==> src/rtl/down_counter_timer.sv <==
// Loadable down-counting timer with borrow-out, one-shot / auto-reload modes
// and start/pause/resume control. All outputs come straight from registers.
module down_counter_timer #(
  parameter int WIDTH = 4
) (
  input  logic             clk,
  input  logic             rst,
  input  logic             tick_en,
  input  logic             load,
  input  logic [WIDTH-1:0] load_val,
  input  logic             start,
  input  logic             pause,
  input  logic             auto_reload,
  output logic [WIDTH-1:0] s,
  output logic             bo,
  output logic             busy,
  output logic             done
);

  typedef enum logic [1:0] {
    ST_IDLE  = 2'd0,
    ST_RUN   = 2'd1,
    ST_PAUSE = 2'd2,
    ST_DONE  = 2'd3
  } state_t;

  state_t           r_state;
  state_t           w_state_nxt;
  logic [WIDTH-1:0] r_s;
  logic [WIDTH-1:0] w_s_nxt;
  logic [WIDTH-1:0] r_reload;
  logic [WIDTH-1:0] w_reload_nxt;
  logic             r_bo;
  logic             w_bo_nxt;
  logic             r_busy;
  logic             w_busy_nxt;
  logic             r_done;
  logic             w_done_nxt;

  // State, count, reload value and registered status flags.
  always_ff @(posedge clk or posedge rst) begin
    if (rst) begin
      r_state  <= ST_IDLE;
      r_s      <= {WIDTH{1'b0}};
      r_reload <= {WIDTH{1'b0}};
      r_bo     <= 1'b0;
      r_busy   <= 1'b0;
      r_done   <= 1'b0;
    end else begin
      r_state  <= w_state_nxt;
      r_s      <= w_s_nxt;
      r_reload <= w_reload_nxt;
      r_bo     <= w_bo_nxt;
      r_busy   <= w_busy_nxt;
      r_done   <= w_done_nxt;
    end
  end

  // Next-state, next-count and borrow decision; load overrides all state logic.
  always_comb begin
    w_state_nxt  = r_state;
    w_s_nxt      = r_s;
    w_reload_nxt = r_reload;
    w_bo_nxt     = 1'b0;
    if (load) begin
      w_s_nxt      = load_val;
      w_reload_nxt = load_val;
      w_state_nxt  = ST_IDLE;
    end else begin
      case (r_state)
        ST_IDLE: begin
          if (start) begin
            w_state_nxt = ST_RUN;
          end else begin
            w_state_nxt = ST_IDLE;
          end
        end
        ST_RUN: begin
          if (pause) begin
            w_state_nxt = ST_PAUSE;
          end else if (tick_en) begin
            if (r_s != {WIDTH{1'b0}}) begin
              w_s_nxt = r_s - WIDTH'(1);
            end else begin
              // Terminal tick: auto_reload only matters here.
              w_bo_nxt = 1'b1;
              if (auto_reload) begin
                w_s_nxt = r_reload;
              end else begin
                w_s_nxt     = {WIDTH{1'b0}};
                w_state_nxt = ST_DONE;
              end
            end
          end else begin
            w_state_nxt = ST_RUN;
          end
        end
        ST_PAUSE: begin
          if (start && !pause) begin
            w_state_nxt = ST_RUN;
          end else begin
            w_state_nxt = ST_PAUSE;
          end
        end
        ST_DONE: begin
          if (start) begin
            w_s_nxt     = r_reload;
            w_state_nxt = ST_RUN;
          end else begin
            w_s_nxt     = {WIDTH{1'b0}};
            w_state_nxt = ST_DONE;
          end
        end
        default: begin
          w_s_nxt     = {WIDTH{1'b0}};
          w_state_nxt = ST_IDLE;
        end
      endcase
    end
    // Status flags are registered decodes of the state being entered.
    w_busy_nxt = (w_state_nxt == ST_RUN) || (w_state_nxt == ST_PAUSE);
    w_done_nxt = (w_state_nxt == ST_DONE);
  end

  assign s    = r_s;
  assign bo   = r_bo;
  assign busy = r_busy;
  assign done = r_done;

endmodule

==> config.mk <==
export PLATFORM = sky130hd
export DESIGN_NAME = down_counter_timer
export DESIGN_NICKNAME = d
export VERILOG_FILES = /design/src/rtl/down_counter_timer.sv
export SDC_FILE = /design/constraint.sdc
export NUM_CORES = 1
export LEC_CHECK = 0
export ABC_AREA = 1
export BUFFER_PORTS_ARGS = -buffer_cell sky130_fd_sc_hd__buf_2
export CAP_MARGIN = 5
export CORE_UTILIZATION = 51
export DETAILED_ROUTE_END_ITERATION = 6
export GPL_ROUTABILITY_DRIVEN = 0
export GPL_TIMING_DRIVEN = 0
export PLACE_DENSITY = 0.75
export SYNTH_ARGS = -nofsm -noshare
export SYNTH_HDL_FRONTEND = slang
export SYNTH_SLANG_ARGS = --single-unit
==> constraint.sdc <==
create_clock -name clk -period 2 [get_ports clk]
set_clock_uncertainty 0.15 [all_clocks]
set_input_delay 0 -clock clk [delete_from_list [all_inputs] [get_ports clk]]
set_output_delay 0 -clock clk [all_outputs]
set_load 0.1 [all_outputs]
==> metrics.md <==
| Metric | Value |
|---|---|
| Yosys warns | 0 |
| IO buf count | 17 |
| Seq cells post-synth | 13 |
| Core Area | 1350 um2 |
| Iter 0 DRT Violations | 35 |
| Worst Hold Class | primary input to asynchronous set/reset pin |
| Setup repair after global routing missed its margin | false |
| Measured slew at the worst slew-check pin | 0.514 ns |
| CP Max Fanout | 6 |
| Postcts setup bufs | 0 |
| Htree depth | 1 |
| Total clock sinks | 13 |
| Routed WL | 1770 um |
| Commonest non-fill, non-tap cell in the layout | nand2_1 |
| DR WL/cell | 11.4 um |
| Filler instances | 96 |
| Tot Pwr | ~0.85 mW |
| Pwr/cell area | 803 nW/um2 |
| Routed Antenna Nets | 0 |
| Setup ws final | 0.0525 ns |
| Dpl ws | 0.208 ns |
| Setup CP Type | primary input to register |
| Fraction of layout instances using a drive strength above 1 | 24.3% |
| DRC viols | 0 |
| Slew HR | approximately two thirds |
| End of the worst register-to-register path | bo |
| Clock transition at the registers of the reported paths | approximately 0.08 ns |
| FMAX | 0.513 GHz |
| Die area | 1660 um2 |
| Nets | 155 |
| Grt ovf | 0 |
| Final hold violation count | 0 |
| Max-cap viol count | 0 |
| CTS Buf Count | 3 |
| Crit share post-route | 97.4% |
| Clk buf depth | 2 |
| Initial Utilization | 56.5% |
| Library cells used by synthesis | 20 |
| Final setup TNS | 0 ns |
| HPWL after DPL | around 1200 um |
| Final min period | 1.95 ns |
| Multi-input logic area | 373 um2 |
| Leak pwr | around 0.55 nW |
| Layout area overhead | 39.0% |
| Slew Viols, Final | 0 |
| Top-Level Pins | 18 |
| FF-to-FF Start | s[1] |
| Register area | between 300 and 400 um2 |
| Via-per-instance ratio | 5.15 |
| Avg Cell Area, Syn | approximately 7.4 um2 |
| Global-route wire length before repair | 2930 um |
| Maximum VDD drop | roughly 0.00050 V |
| Syn nets | around 120 |
| Final setup viols | 0 |
| Vias | between 700 and 800 |
| Outcome | finished clean |
| Vias in the first global route | 722 |
| Largest net degree at the start of global routing | 14 |
| Worst EP required | 2.02 ns |
| Kind of end point of the critical path | register |
| Die W | 40.7 um |
| 1st-pass router iterations | 4 |
| Diodes inserted | 0 |
| Cells after synthesis | 103 |
| Root Buffer | clkbuf_4 |
| Worst EP arrival | 1.96 ns |
| Overall Global Routing Usage | 27.4% |
| Row Count | 13 |
| Worst R2R Path Depth | 7 |
| Most frequent cells in the layout | nand2_1 (27), dlygate4sd3_1 (16), buf_2 (16) |
| Antenna violations before repair | 0 |
| Die Height | 40.7 um |
| Seq/Total Area, Yosys | 42.6% |
| Reg2reg setup slack | 0.14 ns |
| Post-Syn Area | between 700 and 800 um2 |
| Startpoint Class | primary input |
| Clk_lat worst skew | approximately 0.28 ns |
| CTS tree | yes |
==> layout make-up <==
cell class	instances	area share [%]
clock buffers	4	2.48
flip-flops and latches	13	30.9
repair buffers	33	23.3
multi-input cells	73	35.1
plain buffers	1	0.708
well taps	15	1.77
inverters	16	5.66
==> what timing repair did <==
item,4_1_cts,5_1_grt
endpoints found under the hold margin,24,0
hold buffers,16,0
resized for setup,0,4
endpoints found under the setup margin,0,2
==> power breakdown <==
group	internal [mW]	switching [mW]
sequential	0.294	0.0283
clock	0.0773	0.0883
combinational	0.101	0.263
==> stage by stage <==
stage | utilization [%] | cells | instance area, um2 | hold WS [ns]
after detailed placement | 64.4 | 135 | 870 | -0.0920
after global placement | 64.4 | 135 | 870 | -0.107
after global routing | 78.6 | 155 | 1060 | 0.202
final | 78.6 | 155 | 1060 | 0.150
after CTS | 78.2 | 155 | 1060 | 0.153
after floorplan | - | 103 | 766 | -0.273
==> worst max-delay path, stage by stage <==
cell and delay, ns:
dlygate4sd3_1 0.54, buf_4 0.16, nand2_1 0.08, dlygate4sd3_1 0.55, o21ai_1 0.07, dlygate4sd3_1 0.56
==> kinds of logic after synthesis <==
logic type      count (synthesis)  share of synthesized area [%]
fa+ha+maj                       3                           4.92
compound gates                 14                           9.84
buf+inv                        17                           8.85
xor+xnor                        1                           1.15
flops                          13                           42.6
simple gates                   55                           32.6
==> registers in the layout (all words and copies together) (netlist names) <==
| signal | flops |
|---|---|
| r_reload | 4 |
| r_state | 2 |
| busy | 1 |
| done | 1 |
| bo | 1 |
| s | 4 |
==> synthesized netlist by cell type, drive strengths merged <==
cell type | number | area, um2
dfrtp | 13 | 325
nand3 | 5 | 25.0
nor2 | 13 | 58.8
xnor2 | 1 | 8.76
nor3 | 3 | 15.0
a31oi | 1 | 6.26
a21oi | 4 | 20.0
nand2 | 32 | 138
buf | 1 | 7.51
inv | 16 | 60.1
o21ai | 8 | 40.0
ha | 3 | 37.5
nand4 | 2 | 12.5
a311oi | 1 | 8.76
==> routing by layer <==
layer / GRT usage [%] / wire, um
met2: 42.5 / 843
met5: 0 / 0
met4: 10.0 / 5
met1: 38.0 / 850
met3: 4.89 / 69
==> worst max path at each step <==
stage          startpoint           to  cells after the start
2_1_floorplan        s[2]         busy                      8
3_3_place_gp         s[0]         busy                      9
3_5_place_dp         s[0]         busy                      9
4_1_cts              load  r_reload[1]                      6
5_1_grt              s[1]           bo                      7
6_report             load  r_reload[1]                      6
Power figures use the tool's default switching activity.
